**src/rtl/alu_rr_sched.sv**
```systemverilog
// alu_rr_sched: round-robin scheduler sharing one 8-bit ALU between NREQ
// requesters. One operation is in flight at a time (IDLE -> EXEC -> RESP).
// Optional feature macro: ALU_RR_ZERO_FLAG_EN adds a registered rsp_zero flag
// that is high when the registered result is 0.

package aluvol2_pkg;
  localparam int N = 8;

  localparam logic [N-1:0] ONE = {{(N-1){1'b0}}, 1'b1};

  localparam logic [2:0] OP_ADD = 3'd0;
  localparam logic [2:0] OP_SUB = 3'd1;
  localparam logic [2:0] OP_INC = 3'd2;
  localparam logic [2:0] OP_DEC = 3'd3;
  localparam logic [2:0] OP_INV = 3'd4;
  localparam logic [2:0] OP_AND = 3'd5;
  localparam logic [2:0] OP_OR  = 3'd6;
  localparam logic [2:0] OP_XOR = 3'd7;

  // All arithmetic wraps modulo 2^N; carries and borrows are dropped.
  function automatic logic [N-1:0] alu_add(input logic [N-1:0] a, input logic [N-1:0] b);
    return a + b;
  endfunction

  function automatic logic [N-1:0] alu_sub(input logic [N-1:0] a, input logic [N-1:0] b);
    return a - b;
  endfunction

  function automatic logic [N-1:0] alu_inc(input logic [N-1:0] a);
    return a + ONE;
  endfunction

  function automatic logic [N-1:0] alu_dec(input logic [N-1:0] a);
    return a - ONE;
  endfunction

  function automatic logic [N-1:0] alu_exec(input logic [2:0] op,
                                            input logic [N-1:0] a,
                                            input logic [N-1:0] b);
    logic [N-1:0] r;
    case (op)
      OP_ADD:  r = alu_add(a, b);
      OP_SUB:  r = alu_sub(a, b);
      OP_INC:  r = alu_inc(a);
      OP_DEC:  r = alu_dec(a);
      OP_INV:  r = ~a;
      OP_AND:  r = a & b;
      OP_OR:   r = a | b;
      OP_XOR:  r = a ^ b;
      default: r = {N{1'b0}};
    endcase
    return r;
  endfunction
endpackage

module alu_rr_sched #(
  parameter int NREQ   = 2,
  parameter int DATA_W = 8
) (
  input logic           clk,
  input logic           rst_n,
  alu_rr_sched_if.slave bus
);
  import aluvol2_pkg::*;

  generate
    if (NREQ < 2 || NREQ > 4) begin : g_bad_nreq
      $error("alu_rr_sched: NREQ must be in 2..4");
    end
    if (DATA_W != aluvol2_pkg::N) begin : g_bad_width
      $error("alu_rr_sched: DATA_W must equal aluvol2_pkg::N");
    end
  endgenerate

  typedef enum logic [1:0] {
    IDLE = 2'd0,
    EXEC = 2'd1,
    RESP = 2'd2
  } state_e;

  state_e            state_r;
  state_e            state_nxt_s;
  logic [1:0]        last_grant_r;
  logic [1:0]        grant_s;
  logic              grant_found_s;
  logic [NREQ-1:0]   req_ready_s;

  logic [2:0]        op_r;
  logic [DATA_W-1:0] a_r;
  logic [DATA_W-1:0] b_r;
  logic [1:0]        id_r;

  logic [DATA_W-1:0] alu_res_s;
  logic              rsp_valid_r;
  logic [1:0]        rsp_id_r;
  logic [DATA_W-1:0] rsp_data_r;
`ifdef ALU_RR_ZERO_FLAG_EN
  logic              rsp_zero_r;
`endif

  // Round-robin pick: scan from last_grant+1 (mod NREQ), first valid wins.
  always_comb begin
    grant_found_s = 1'b0;
    grant_s       = last_grant_r;
    for (int k = 1; k <= NREQ; k++) begin
      for (int i = 0; i < NREQ; i++) begin
        if (!grant_found_s && bus.req_valid[i] &&
            (((int'(last_grant_r) + k) % NREQ) == i)) begin
          grant_found_s = 1'b1;
          grant_s       = 2'(i);
        end else begin
          grant_found_s = grant_found_s;
        end
      end
    end
  end

  // FSM state register; async reset abandons any in-flight operation.
  always_ff @(posedge clk or negedge rst_n) begin
    if (!rst_n) begin
      state_r <= IDLE;
    end else begin
      state_r <= state_nxt_s;
    end
  end

  // FSM next-state: grant in IDLE, one EXEC cycle, hold in RESP until accepted.
  always_comb begin
    state_nxt_s = state_r;
    case (state_r)
      IDLE: begin
        if (grant_found_s) begin
          state_nxt_s = EXEC;
        end else begin
          state_nxt_s = IDLE;
        end
      end
      EXEC: state_nxt_s = RESP;
      RESP: begin
        if (bus.rsp_ready) begin
          state_nxt_s = IDLE;
        end else begin
          state_nxt_s = RESP;
        end
      end
      default: state_nxt_s = IDLE;
    endcase
  end

  // FSM outputs: ready is one-hot to the winner, only while IDLE.
  always_comb begin
    req_ready_s = '0;
    for (int i = 0; i < NREQ; i++) begin
      if ((state_r == IDLE) && grant_found_s && (grant_s == 2'(i))) begin
        req_ready_s[i] = 1'b1;
      end else begin
        req_ready_s[i] = 1'b0;
      end
    end
  end

  assign alu_res_s = alu_exec(op_r, a_r, b_r);

  // Datapath: capture the winner's payload, register the result, track grant.
  always_ff @(posedge clk or negedge rst_n) begin
    if (!rst_n) begin
      op_r         <= 3'd0;
      a_r          <= '0;
      b_r          <= '0;
      id_r         <= 2'd0;
      rsp_valid_r  <= 1'b0;
      rsp_id_r     <= 2'd0;
      rsp_data_r   <= '0;
      last_grant_r <= 2'(NREQ - 1);
`ifdef ALU_RR_ZERO_FLAG_EN
      rsp_zero_r   <= 1'b0;
`endif
    end else begin
      case (state_r)
        IDLE: begin
          if (grant_found_s) begin
            op_r <= bus.req_op[3*grant_s +: 3];
            a_r  <= bus.req_a[DATA_W*grant_s +: DATA_W];
            b_r  <= bus.req_b[DATA_W*grant_s +: DATA_W];
            id_r <= grant_s;
          end
        end
        EXEC: begin
          rsp_data_r  <= alu_res_s;
          rsp_id_r    <= id_r;
          rsp_valid_r <= 1'b1;
`ifdef ALU_RR_ZERO_FLAG_EN
          rsp_zero_r  <= (alu_res_s == '0);
`endif
        end
        RESP: begin
          if (bus.rsp_ready) begin
            rsp_valid_r  <= 1'b0;
            last_grant_r <= id_r;
          end
        end
        default: begin
          rsp_valid_r <= 1'b0;
        end
      endcase
    end
  end

  assign bus.req_ready = req_ready_s;
  assign bus.rsp_valid = rsp_valid_r;
  assign bus.rsp_id    = rsp_id_r;
  assign bus.rsp_data  = rsp_data_r;
`ifdef ALU_RR_ZERO_FLAG_EN
  assign bus.rsp_zero  = rsp_zero_r;
`endif

endmodule

```
**src/rtl/alu_rr_sched_if.sv**
```systemverilog
// alu_rr_sched_if: request/response bundle between the client engines and the
// shared-ALU scheduler.
// Optional feature macro: ALU_RR_ZERO_FLAG_EN adds the rsp_zero response flag.
// The master modport is the client side; the slave modport is the scheduler.
interface alu_rr_sched_if #(
  parameter int NREQ   = 2,
  parameter int DATA_W = 8
);
  logic [NREQ-1:0]        req_valid;
  logic [NREQ-1:0]        req_ready;
  logic [3*NREQ-1:0]      req_op;
  logic [DATA_W*NREQ-1:0] req_a;
  logic [DATA_W*NREQ-1:0] req_b;
  logic                   rsp_valid;
  logic                   rsp_ready;
  logic [1:0]             rsp_id;
  logic [DATA_W-1:0]      rsp_data;
`ifdef ALU_RR_ZERO_FLAG_EN
  logic                   rsp_zero;

  modport master (
    output req_valid, req_op, req_a, req_b, rsp_ready,
    input  req_ready, rsp_valid, rsp_id, rsp_data, rsp_zero
  );

  modport slave (
    input  req_valid, req_op, req_a, req_b, rsp_ready,
    output req_ready, rsp_valid, rsp_id, rsp_data, rsp_zero
  );
`else
  modport master (
    output req_valid, req_op, req_a, req_b, rsp_ready,
    input  req_ready, rsp_valid, rsp_id, rsp_data
  );

  modport slave (
    input  req_valid, req_op, req_a, req_b, rsp_ready,
    output req_ready, rsp_valid, rsp_id, rsp_data
  );
`endif
endinterface

```
**src/flat_wrapper.sv**
```systemverilog
// flat-port wrapper written by rule: the top's interface ports become plain ports
module alu_rr_sched_flat import aluvol2_pkg::*;
#(
  parameter int NREQ   = 2,
  parameter int DATA_W = 8
)
  (clk, rst_n, bus_req_valid, bus_req_op, bus_req_a, bus_req_b, bus_rsp_ready, bus_req_ready, bus_rsp_valid, bus_rsp_id, bus_rsp_data);
  alu_rr_sched_if #(.NREQ(NREQ), .DATA_W(DATA_W)) bus_i ();
  input logic clk;
  input logic rst_n;
  input wire logic [$bits(bus_i.req_valid)-1:0] bus_req_valid;
  input wire logic [$bits(bus_i.req_op)-1:0] bus_req_op;
  input wire logic [$bits(bus_i.req_a)-1:0] bus_req_a;
  input wire logic [$bits(bus_i.req_b)-1:0] bus_req_b;
  input wire logic [$bits(bus_i.rsp_ready)-1:0] bus_rsp_ready;
  output wire logic [$bits(bus_i.req_ready)-1:0] bus_req_ready;
  output wire logic [$bits(bus_i.rsp_valid)-1:0] bus_rsp_valid;
  output wire logic [$bits(bus_i.rsp_id)-1:0] bus_rsp_id;
  output wire logic [$bits(bus_i.rsp_data)-1:0] bus_rsp_data;
  assign bus_i.req_valid = bus_req_valid;
  assign bus_i.req_op = bus_req_op;
  assign bus_i.req_a = bus_req_a;
  assign bus_i.req_b = bus_req_b;
  assign bus_i.rsp_ready = bus_rsp_ready;
  assign bus_req_ready = bus_i.req_ready;
  assign bus_rsp_valid = bus_i.rsp_valid;
  assign bus_rsp_id = bus_i.rsp_id;
  assign bus_rsp_data = bus_i.rsp_data;
  alu_rr_sched #(.NREQ(NREQ), .DATA_W(DATA_W)) u_core (.clk(clk), .rst_n(rst_n), .bus(bus_i));
endmodule
```
**config.mk**
```make
export PLATFORM = sky130hd
export DESIGN_NAME = alu_rr_sched_flat
export DESIGN_NICKNAME = d
export VERILOG_FILES = /design/src/rtl/alu_rr_sched.sv /design/src/rtl/alu_rr_sched_if.sv /design/src/flat_wrapper.sv
export SDC_FILE = /design/constraint.sdc
export NUM_CORES = 1
export LEC_CHECK = 0
export CAP_MARGIN = 30
export CORE_MARGIN = 5
export CORE_UTILIZATION = 30
export CTS_CLUSTER_SIZE = 10
export DETAILED_ROUTE_END_ITERATION = 6
export SLEW_MARGIN = 20
export SYNTH_ARGS = -nofsm -noshare
export SYNTH_HDL_FRONTEND = slang
export SYNTH_SLANG_ARGS = --single-unit
```
**constraint.sdc**
```tcl
create_clock -name clk -period 3.1 [get_ports clk]
set_input_delay 0.465 -clock clk [delete_from_list [all_inputs] [get_ports clk]]
set_output_delay 0.465 -clock clk [all_outputs]
set_load 0.01 [all_outputs]
```
# Word-level counts from Yosys, hierarchy flattened
# Index checks and enable logic that the tools add are counted.
dict set report word_totals {
  latch_bits 0
  out_inout_bits 13
  register_bits 36
  ramBits 0
  in_bits 43
  memories 0
  mem_bits_ro 0
}
dict set report classes {
  multipliers 1
  n_mux 16
  div 0
  n_shift 3
  order_cmp 0
  n_addsub 6
  reduce_logical 21
  n_eq_ne 13
  bitwise_logic 7
}
# operator count
set op_table {}
lappend op_table {{$logic_not 32->1} 2}
lappend op_table {{$pmux 8 s8} 1}
lappend op_table {{$shiftx 16x6->8} 2}
lappend op_table {{$eq 3x3->1 const B} 4}
lappend op_table {{$logic_and 1x1->1} 10}
lappend op_table {{$mux 2} 5}
lappend op_table {{$add 8x1->8 const B} 1}
lappend op_table {{$add 8x8->8} 1}
lappend op_table {{$and 8x8->8} 1}
lappend op_table {{$mux 1} 8}
lappend op_table {{$not 8->8} 1}
lappend op_table {{$or 8x8->8} 1}
lappend op_table {{$sub 8x1->8 const B} 1}
lappend op_table {{$sub 8x8->8} 1}
lappend op_table {{$xor 8x8->8} 1}
lappend op_table {{$eq 2x2->1 const B} 3}
lappend op_table {{$eq 3x2->1 const B} 2}
lappend op_table {{$pmux 2 s3} 1}
lappend op_table {{$reduce_and 2->1} 3}
lappend op_table {{$shiftx 6x5->3} 1}
lappend op_table {{$eq 2x1->1 const B} 2}
lappend op_table {{$logic_not 2->1} 2}
lappend op_table {{$mul 2x2->4 const A} 1}
lappend op_table {{$eq 3x1->1 const B} 1}
lappend op_table {{7 further kinds} 11}

# Logic depth before layout (Yosys ltp)
dict set report depth {
  word_depth 20
  mapped_depth 14
  depth_no_buf 14
}

# Least setup slack after synthesis
# Ideal clock, no wire load.
dict set report synth_path {
  path_kind {register to register}
  from {register u_core.b_r[0]}
  to {register u_core.rsp_data_r[7] (netlist: u_core.bus.rsp_data[7])}
  setup_time_ps 74
  period_less_slack_ps 2713
  setup_slack_ps 387
  t_required_ps 3026
  stages_incl_launch_ff 14
  t_arrival_ps 2640
  cell_sequence {dfrtp_1 -> inv_1 -> ha_1 -> and3_1 -> and3_1 -> nand2_1 -> a21oi_1 -> a221oi_1 -> ha_1 -> or4_4 -> o22ai_2 -> xnor3_1 -> o21a_1 -> a21oi_2}
}
dict set report synth_via {
  elab_chain_cells 2
  word_cells_on_any_way 3
  cone_classes {add/sub: 2; mux: 1}
}
# item line
set synth_rtl {}
lappend synth_rtl {{start, declared} alu_rr_sched.sv:90} ;# logic [DATA_W-1:0] b_r;
lappend synth_rtl {{start signal, assigned} alu_rr_sched.sv:184} ;# b_r <= bus.req_b[DATA_W*grant_s +: DATA_W];
lappend synth_rtl {{$sub 8x8->8 or $add 8x8->8 (tied branches)} {alu_rr_sched.sv:26, alu_rr_sched.sv:22}}
lappend synth_rtl {{$pmux 8 s8 (*)} alu_rr_sched.sv:41} ;# case (op)
lappend synth_rtl {{end signal, assigned} alu_rr_sched.sv:189} ;# rsp_data_r <= alu_res_s;
lappend synth_rtl {{end, declared} alu_rr_sched.sv:96} ;# logic [DATA_W-1:0] rsp_data_r;
# Mark *: on every way between the ends. The rest lies on a longest branch, timed or not.
# A chain may end at the register's enable or synchronous reset.

# Worst setup path in the final report
# Ends and elaborated chain as after synthesis.

==> results.txt <==
----------------------------------------------------
[Clocking]
  TritonCTS clock tree ... done
  CTS Root Buffer Type ... sky130_fd_sc_hd__clkbuf_8
  Hold-fix buffers at CTS ... 0
  Number of sinks driven by the clock tree ... 35
  Buffer levels on the longest clock path ... 2
  Postcts setup bufs ... 0
  Clk_lat worst skew ... 0.29 ns
  Cts repair resizes ... 0
  Number of buffers added by the clock tree synthesis step ... 5
  H-tree depth ... 2
  Clock-pin slew on the worst setup and hold paths ... 0.08 ns

[Floorplan]
  Core box area ... 0.008299 sq mm
  IO Pins ... 56
  Die Footprint ... 0.01059 sq mm
  Initial Util ... 0.3121
  Chip Width ... 102.9 microns
  Die height ... 102.9 microns
  Num rows ... 33

[Cells and area]
  Diode insertion count for antenna repair ... 0
  Area delta synth->final ... 29.66%
  Fill cell instance count of the final layout ... 832
  Share of final-layout standard cells stronger than drive strength 1 ... 0.1029
  Post-layout utilization of the core ... 0.4046
  Post-route cell area ... 0.003358 sq mm
  Post-layout nets ... 407

[GRT]
  Pin count of the biggest net entering global routing ... 41
  GRT Overall Usage ... 0.1161
  Wire length of the first global-routing pass ... 9.887 mm
  Number of global-route vias before repair ... 2070
  Aggregate global routing overflow ... 0
  Antenna violations before repair ... 0

[STA]
  Slew HR ... 0.4798
  Min Tclk post-route ... 2.929 ns
  Unrepaired setup endpoints after global routing ... no
  Hold Violations, Final ... 0
  Final count of negative-setup-slack endpoints ... 0
  Final hold slack ... 0.2472 ns
  Largest clock skew in the final design ... 0.005344 ns
  Crit share post-route ... 0.9447
  Fin. max-slew vios ... 0
  Max Freq ... 0.3415 GHz
  Actual slew at the worst max-slew pin ... 0.7803 ns
  Setup TNS ... 0 ns

[Critical path]
  Category of the worst setup path capture point ... flop
  Launch instance of the worst register-to-register path ... u_core.b_r[0]
  Peak fanout along the critical path ... 5
  Critical setup path kind ... flop to flop
  Kind of launch point of the worst setup path ... flop
  Worst EP required ... 3.31 ns
  Timing startpoint of the critical path ... u_core.b_r[0]
  Data arrival time of the critical path ... 3.14 ns

[Min path]
  Worst hold-check path type ... input port to async pin

[Pwr]
  Peak ir drop on the vdd network ... 310.4 uV
  Int Power ... 2.057 mW
  Power per standard cell area ... 1106 mW/mm^2
  Sw frac ... 0.4463
  Leakage power figure ... 1.500 nW
  Clock share of power ... 0.090
  Total power draw ... 3.715 mW
  Sw Pwr ... 1.658 mW
  Sequential share of power ... 0.246
  Share of power burned in combinational logic ... 0.664

[Logic synthesis]
  Total of flip-flops plus latches after synthesis ... 35
  Yosys cell types ... 47
  Number of enable-type register cells in the synthesized netlist ... 0
  Fraction of registers with async set or reset after synthesis ... 1.000
  Mean cell area of the mapped netlist ... 9.088 sq um
  Dominant cell type by area after synthesis ... sky130_fd_sc_hd__dfrtp_1
  Post-synthesis instance area ... 0.002590 sq mm
  Proportion of netlist area held by the largest area contributor ... 0.3285
  Number of instances in the synthesized netlist ... 285
  Most area-consuming cells after synthesis ... sky130_fd_sc_hd__dfrtp_1, sky130_fd_sc_hd__ha_1, sky130_fd_sc_hd__mux2i_1
  Synth warn ... 0
  Sequential fraction of the synthesis area ... 0.3386
  Nets in the synthesized netlist ... 353
  Most used flip-flop cell after synthesis ... sky130_fd_sc_hd__dfrtp_1

[Drt]
  Drt first pass iters ... 4
  Overall via count from detail_route ... 2117
  Post-route DRC ... 0
  Post-DRT Antenna Nets ... 0
  Average wire per standard cell ... 12.87 microns
  Violation count after the first detailed-routing iteration ... 103
  Post-detailed-route via-to-cell ratio ... 4.757
  Final WL ... 5.726 mm

[Placement]
  Dpl cell area ... 0.003264 sq mm
  Port Buf Inserts ... 55
  Final weighted congestion in routability-driven placement ... 0.8395
  Sum of net half-perimeters after detailed placement ... 4.525 mm

[Run]
  Number of maximum-capacitance constraint violations ... 0

[Run status]
  Run status ... complete, no violations

----------------------------------------------------
-- synth_stat cells, types with 6 or more instances --
cell type                  number
sky130_fd_sc_hd__nand2_1       35
sky130_fd_sc_hd__dfrtp_1       34
sky130_fd_sc_hd__o21ai_1       33
sky130_fd_sc_hd__ha_1          24
sky130_fd_sc_hd__inv_1         20
sky130_fd_sc_hd__mux2i_1       19
sky130_fd_sc_hd__a21oi_1       13
sky130_fd_sc_hd__nor2_1        12
sky130_fd_sc_hd__clkbuf_1      11
sky130_fd_sc_hd__mux4_2         8
sky130_fd_sc_hd__o21ai_0        8
sky130_fd_sc_hd__clkinv_1       6
-- state kept, by name (all words and copies together) (netlist names) --
name	cells
u_core.a_r	8
u_core.bus.rsp_valid	1
u_core.last_grant_r	1
u_core.bus.rsp_id	2
u_core.op_r	3
u_core.state_r	2
u_core.bus.rsp_data	8
u_core.b_r	8
u_core.id_r	2
-- through the flow --
stage / worst slack (ns) / cells
2_1_floorplan: 0.3869 / 285
3_3_place_gp: 0.2691 / 437
3_5_place_dp: 0.1809 / 437
4_1_cts: 0.1617 / 445
5_1_grt: 0.02615 / 445
6_report: 0.1714 / 445
-- cells by family after synthesis --
group | Yosys count | share of synthesized area
buffers and inverters | 44 | 0.06473
AO/OA/AOI/OAI | 73 | 0.1657
AND/OR/NAND/NOR | 76 | 0.1391
multiplexers | 30 | 0.1560
adder cells (fa/ha/maj) | 25 | 0.1237
flip-flops | 35 | 0.3387
XOR/XNOR | 2 | 0.01208
-- critical path: stages, from the launching register on --
cell	delay [ns]
sky130_fd_sc_hd__dfrtp_1	0.41
sky130_fd_sc_hd__inv_1	0.11
sky130_fd_sc_hd__ha_1	0.20
sky130_fd_sc_hd__and3_4	0.21
sky130_fd_sc_hd__and3_1	0.22
sky130_fd_sc_hd__nand2_1	0.07
sky130_fd_sc_hd__a21oi_1	0.15
sky130_fd_sc_hd__a221oi_1	0.07
sky130_fd_sc_hd__ha_1	0.25
sky130_fd_sc_hd__or4_4	0.42
sky130_fd_sc_hd__o22ai_2	0.15
sky130_fd_sc_hd__xnor3_1	0.33
sky130_fd_sc_hd__o21a_1	0.18
sky130_fd_sc_hd__a21oi_2	0.09
-- layer usage --
metal,share of wire,vias to the layer above,global-route usage,wire [microns]
met5,0,-,0,0
met1,0.50,949,0.1660,2889
met4,0.0070,0,0.02988,40
met3,0.058,4,0.02909,334
met2,0.43,62,0.1751,2462
li1,-,1102,-,-
-- final timing paths --
kind                                          end  slack (ns)  depth (start not counted)
setup / recovery           u_core.bus.rsp_data[7]        0.17                         13
hold / removal             u_core.bus.rsp_data[4]        0.25                          1
setup reg to reg           u_core.bus.rsp_data[7]        0.17                         13
hold reg to reg            u_core.bus.rsp_data[5]        0.48                          2
max in group asynchronous           u_core.b_r[0]        2.36                          1
min in group clk           u_core.bus.rsp_data[5]        0.48                          2
-- layout make-up --
cell class              count  area, sq um  area share
clock inverters             3        20.02    0.005961
inverters                  30        112.6     0.03353
multi-input cells         206         1558      0.4639
clock buffers               5        68.82     0.02049
well taps                 105        131.4     0.03912
repair buffers             61        590.6      0.1759
flip-flops and latches     35        877.1      0.2612
-- cell usage in the layout (no fill, tap or decap), types with 2 or more instances in the layout --
master	n
sky130_fd_sc_hd__a21oi_1	13
sky130_fd_sc_hd__a21oi_2	2
sky130_fd_sc_hd__a221oi_1	2
sky130_fd_sc_hd__and2_1	2
sky130_fd_sc_hd__buf_4	6
sky130_fd_sc_hd__clkbuf_8	5
sky130_fd_sc_hd__clkdlybuf4s50_1	54
sky130_fd_sc_hd__clkinv_1	6
sky130_fd_sc_hd__clkinvlp_4	2
sky130_fd_sc_hd__dfrtp_1	34
sky130_fd_sc_hd__ha_1	24
sky130_fd_sc_hd__inv_1	20
sky130_fd_sc_hd__inv_2	4
sky130_fd_sc_hd__mux2_1	3
sky130_fd_sc_hd__mux2i_1	19
sky130_fd_sc_hd__mux4_2	8
sky130_fd_sc_hd__nand2_1	35
sky130_fd_sc_hd__nand2b_1	5
sky130_fd_sc_hd__nand3_1	4
sky130_fd_sc_hd__nor2_1	12
sky130_fd_sc_hd__nor2b_1	4
sky130_fd_sc_hd__nor3_1	4
sky130_fd_sc_hd__nor3b_1	2
sky130_fd_sc_hd__o21a_1	3
sky130_fd_sc_hd__o21ai_0	8
sky130_fd_sc_hd__o21ai_1	31
sky130_fd_sc_hd__o21ai_2	2
sky130_fd_sc_hd__o31ai_1	2
-- power groups by stage --
stage | Clock, mW | Combinational, mW | Sequential (mW)
after floorplan | 0 | 1.85 | 0.875
after global placement | 0 | 2.41 | 0.919
after detailed placement | 0 | 2.46 | 0.926
after CTS | 0.350 | 2.48 | 0.917
after global routing | 0.369 | 2.81 | 0.954
final | 0.335 | 2.47 | 0.914
No activity file was read; power rests on OpenSTA's default activity.
==> RTL change 1: new RTL, same flow settings <==
Re-encode `state_e` (3 states) as one-hot, 3 bits wide.
--- a/src/rtl/alu_rr_sched.sv
+++ b/src/rtl/alu_rr_sched.sv
@@ -72,10 +72,10 @@
     end
   endgenerate
 
-  typedef enum logic [1:0] {
-    IDLE = 2'd0,
-    EXEC = 2'd1,
-    RESP = 2'd2
+  typedef enum logic [2:0] {
+    IDLE = 3'b001,
+    EXEC = 3'b010,
+    RESP = 3'b100
   } state_e;
 
   state_e            state_r;
Formal check against the unedited RTL: same outputs for any inputs over 4 cycles, from zero or initial values and one cycle with rst_n low; so few cycles prove little.
==> RTL change 1 against the unedited design <==
  * Via count increased by 4.1%
  * Sequential power increased by 7.4%
  * Design area increased by 3.9%
  * Worst setup slack improved by 0.29 ns
  * Routed wire length increased by 3.3%
  * Area after synthesis increased by 4.3%
  * Sequential cell count increased by 1
  * Hold slack improved by 0.22 ns
  * Final cell count increased by 4.5%
  * First-iteration DRC count decreased by 17%
  * Power increased by 0.88%
  * Highest routed layer unchanged
  * Global-route usage decreased by 0.29 points
==> RTL change 1: results <==
[status]
status = finished, final reports clean

[place]
post-place-ws_ns = 0.330
hpwlAfterDp_um = 4650
place.gp.congestion = 0.819
dp.cells = 457
placed_cell_area_um2 = 3380

[critical_path]
cp_slowest_cell = dfrtp_1
ff2ff_setup_slack_ns = 0.46
rr_worst_depth = 14
worstPathArrival_ns = 2.82
critical_path.top_delay_family = simple AND/OR/NAND/NOR gates
critPathMaxFanout = 4
r2r_end = u_core.bus.rsp_data[7]$_DFFE_PN0P_
slowest_delay_ns = 0.43

[cts]
cts_buffers = 5
cts-root-buf = clkbuf_8
insertion_delay_ns = 0.29

[sta]
fin_ws_ns = 0.459
whs_ns = 0.467
tightestPinTransition_ns = 0.479
final.setup.tns_ns = 0
skew_ns = 0.00504

[layout]
syn2layout_area_growth_pct = 29.1
layout.nets = 424
drive_above_1_share = 0.0896
fill_cells = 917
final_cells = 465

[min_path]
min_path_type = reg2reg

[routing]
wl_per_cell_um = 12.7
drt-pass1-iter-count = 4
ant_nets = 0
first_iter_violations = 86
vias = 2203

[logic_synthesis]
yosysSeqAreaShare = 0.334
ys_async_sr_fraction = 1.00
ys_top_cells_by_count = nor2_1, a21oi_1, dfrtp_1, inv_1, ha_1
synth_top_area_share = 0.315
synth.net_count = 371
syn_inst = 303
synth_cell_types = 41
synth.area.top_cells = dfrtp_1, ha_1, mux2i_1

[global_route]
grt_max_degree = 44
track_usage = 0.113
grt_pass1_vias = 2263
antenna_found_initial = 0
grt_pass1_wl_um = 10600

[pwr]
vdd_drop_max_mv = 0.332
power_leakage_nw = 1.55
==> RTL change 1: cell types whose count changed after synthesis, sizes merged, moves of 6 or more <==
cell / unedited run / this run
nand2: 35 / 23
o21ai: 41 / 23
clkinv: 6 / 0
nor2: 12 / 43
a21oi: 15 / 35
buf: 3 / 9
==> RTL change 1: final cells by class <==
class / instances / area share
Clock buffer: 6 / 0.0208
Clock inverter: 2 / 0.0100
Inverter: 27 / 0.0291
Multi-Input combinational cell: 225 / 0.472
Sequential cell: 36 / 0.259
Tap cell: 108 / 0.0387
Timing Repair Buffer: 61 / 0.171
==> RTL change 1: per-layer routing <==
metal | global-route usage | wire (µm) | vias up
li1 | - | - | 1147
met1 | 0.155 | 2880 | 997
met2 | 0.179 | 2740 | 54
met3 | 0.0290 | 257 | 5
met4 | 0.0274 | 32 | 0
met5 | 0 | 0 | -
==> RTL change 1: worst min-delay path by stage <==
stage | depth (start not counted) | to | startpoint
3_3_place_gp | 2 | u_core.bus.rsp_id[1]$_DFFE_PN0P_ | u_core.id_r[1]$_DFFE_PN0P_
3_5_place_dp | 2 | u_core.bus.rsp_id[1]$_DFFE_PN0P_ | u_core.id_r[1]$_DFFE_PN0P_
4_1_cts | 2 | u_core.bus.rsp_id[1]$_DFFE_PN0P_ | u_core.id_r[1]$_DFFE_PN0P_
6_report | 2 | u_core.bus.rsp_id[1]$_DFFE_PN0P_ | u_core.id_r[1]$_DFFE_PN0P_
2_1_floorplan | 0 | u_core.a_r[0]$_DFFE_PN0P_ | rst_n
5_1_grt | 2 | u_core.bus.rsp_id[1]$_DFFE_PN0P_ | u_core.id_r[1]$_DFFE_PN0P_
==> RTL change 1: worst min-delay path, stage by stage, from the launching register on <==
cell	delay (ns)
dfrtp_1	0.34
nand2_1	0.05
nand2_1	0.04
==> RTL change 1: cells by family (layout without fill, tap and decap cells) <==
family                     after synthesis  after routing  share of synthesized area
AOI/OAI and AO/OA                       72             72                      0.147
xor gates and xnor gates                 7              7                     0.0227
adders and majority gates               25             25                      0.119
buffers and inverters                   42             96                     0.0621
DFF                                     36             36                      0.334
muxes                                   31             31                      0.153
and+or+nand+nor                         90             90                      0.162
==> RTL change 1: what timing repair did <==
| action | in CTS | in global routing |
|---|---|---|
| endpoints found under the setup margin | 0 | 1 |
| resized for setup | 0 | 1 |
| hold buffers | 0 | 0 |
==> RTL change 1: power by group <==
group	switching, mW	leakage, nW	internal, mW
Sequential	0.296	0.422	0.686
Combinational	1.20	1.07	1.16
Clock	0.173	0.0552	0.239
Total	1.67	1.55	2.08
==> RTL change 2: new RTL, same settings <==
Made on the original files. `NREQ` is set to 2 in 3 places; all go to 4.
--- a/src/rtl/alu_rr_sched.sv
+++ b/src/rtl/alu_rr_sched.sv
@@ -54,7 +54,7 @@
 endpackage
 
 module alu_rr_sched #(
-  parameter int NREQ   = 2,
+  parameter int NREQ   = 4,
   parameter int DATA_W = 8
 ) (
   input logic           clk,
--- a/src/rtl/alu_rr_sched_if.sv
+++ b/src/rtl/alu_rr_sched_if.sv
@@ -3,7 +3,7 @@
 // Optional feature macro: ALU_RR_ZERO_FLAG_EN adds the rsp_zero response flag.
 // The master modport is the client side; the slave modport is the scheduler.
 interface alu_rr_sched_if #(
-  parameter int NREQ   = 2,
+  parameter int NREQ   = 4,
   parameter int DATA_W = 8
 );
   logic [NREQ-1:0]        req_valid;
--- a/src/flat_wrapper.sv
+++ b/src/flat_wrapper.sv
@@ -1,7 +1,7 @@
 // flat-port wrapper written by rule: the top's interface ports become plain ports
 module alu_rr_sched_flat import aluvol2_pkg::*;
 #(
-  parameter int NREQ   = 2,
+  parameter int NREQ   = 4,
   parameter int DATA_W = 8
 )
   (clk, rst_n, bus_req_valid, bus_req_op, bus_req_a, bus_req_b, bus_rsp_ready, bus_req_ready, bus_rsp_valid, bus_rsp_id, bus_rsp_data);
Ports: changed (5 resized); port bits go from 56 to 98. The function was not compared with the original's and may differ.
==> RTL change 2 against the unedited design <==
  * First-iteration DRC count grew 110%
  * Clock skew is essentially flat
  * Sequential power grew 7.5%
  * Routed wire length grew 38%
  * Count of clock-buffer cells in the layout is the same
  * Power grew 19%
  * Hold slack lost 0.14 ns
  * Area after synthesis grew 18%
  * Register-to-register slack gained 0.22 ns
  * Design area grew 28%
  * Sequential cell count grew 1
  * Worst setup slack lost 0.014 ns
  * Critical path depth shrank 7
  * Critical path type is now in2out
  * Largest cell class unchanged
  * Largest power group unchanged
==> RTL change 2: results <==
[routing]
first_iter_violations = 213
wl_met3_um = 516
wl_met1_um = 3740

[logic_synthesis]
synthAdderAreaFrac = 0.105
yosysSeqAreaShare = 0.295
ys_top_cells_by_count = dfrtp_1, inv_1, ha_1, mux2i_1, mux2_2
synth.area.top_cells = dfrtp_1, ha_1, mux2_2
synth_compound_area_frac = 0.200
synth.net_count = 431
synthXorXnorAreaFrac = 0.0143

[place]
place.gp.congestion = 0.780
placed_cell_area_um2 = 4170
hpwlAfterDp_um = 6530
post-place-ws_ns = 0.0996

[global_route]
met1_usage = 0.181
track_usage = 0.132
grtUsageMet2 = 0.210
grt_pass1_wl_um = 13700

[critical_path]
crit_start = bus_req_valid[3]
worstPathArrival_ns = 2.48
endpoint = bus_req_ready[2]
rr_worst_depth = 10
r2r_end = u_core.bus.rsp_data[5]$_DFFE_PN0P_
ff2ff_setup_slack_ns = 0.39
cp_slowest_cell = clkdlybuf4s50_1

[sta]
max_freq_ghz = 0.340
skew_ns = 0.00521
whs_ns = 0.110
tightestPinTransition_ns = 0.669

[status]
status = finished, final reports clean

[pwr]
vdd_drop_max_mv = 0.290
power_leakage_nw = 1.87

[layout]
layout.nets = 528
-- RTL change 2: cell count changes after synthesis, moves of 10 or more --
| cell | delta |
|---|---|
| nand2_1 | -15 |
| a22oi_1 | +19 |
| o21ai_0 | +12 |
| o21ai_1 | -18 |
| inv_1 | +10 |
| mux2_2 | +21 |
-- RTL change 2: per-stage QoR --
stage          std cells  power (mW)   util
2_1_floorplan        323        3.20      -
3_3_place_gp         545        3.94  0.423
3_5_place_dp         545        4.01  0.423
4_1_cts              553        4.45  0.434
5_1_grt              554        4.89  0.437
6_report             554        4.40  0.437
-- RTL change 2: logic make-up (layout without fill, tap and decap cells) --
logic type,after synthesis,in the layout
AOI/OAI and AO/OA,94,94
DFF,36,36
xor gates and xnor gates,5,5
muxes,54,54
buffers and inverters,49,147
adders and majority gates,25,25
and+or+nand+nor,60,60
-- RTL change 2: cell type report --
| cell class | count | share of cell area |
|---|---|---|
| Clock buffer | 5 | 0.0160 |
| Inverter | 30 | 0.0261 |
| Clock inverter | 3 | 0.00987 |
| Timing Repair Buffer | 109 | 0.250 |
| Tap cell | 133 | 0.0386 |
| Multi-Input combinational cell | 238 | 0.450 |
| Sequential cell | 36 | 0.210 |
-- RTL change 2: worst max-delay path, delay by kind of cell --
kind / cells / cell delay (ns)
and+or+nand+nor: 2 / 0.29
AOI/OAI and AO/OA: 1 / 0.43
buffers and inverters: 2 / 1.09
muxes: 1 / 0.20
-- RTL change 2: power breakdown --
group	switching [mW]	internal, mW	total, mW
combinational	1.48	1.52	3.00
sequential	0.261	0.722	0.983
clock	0.179	0.238	0.417
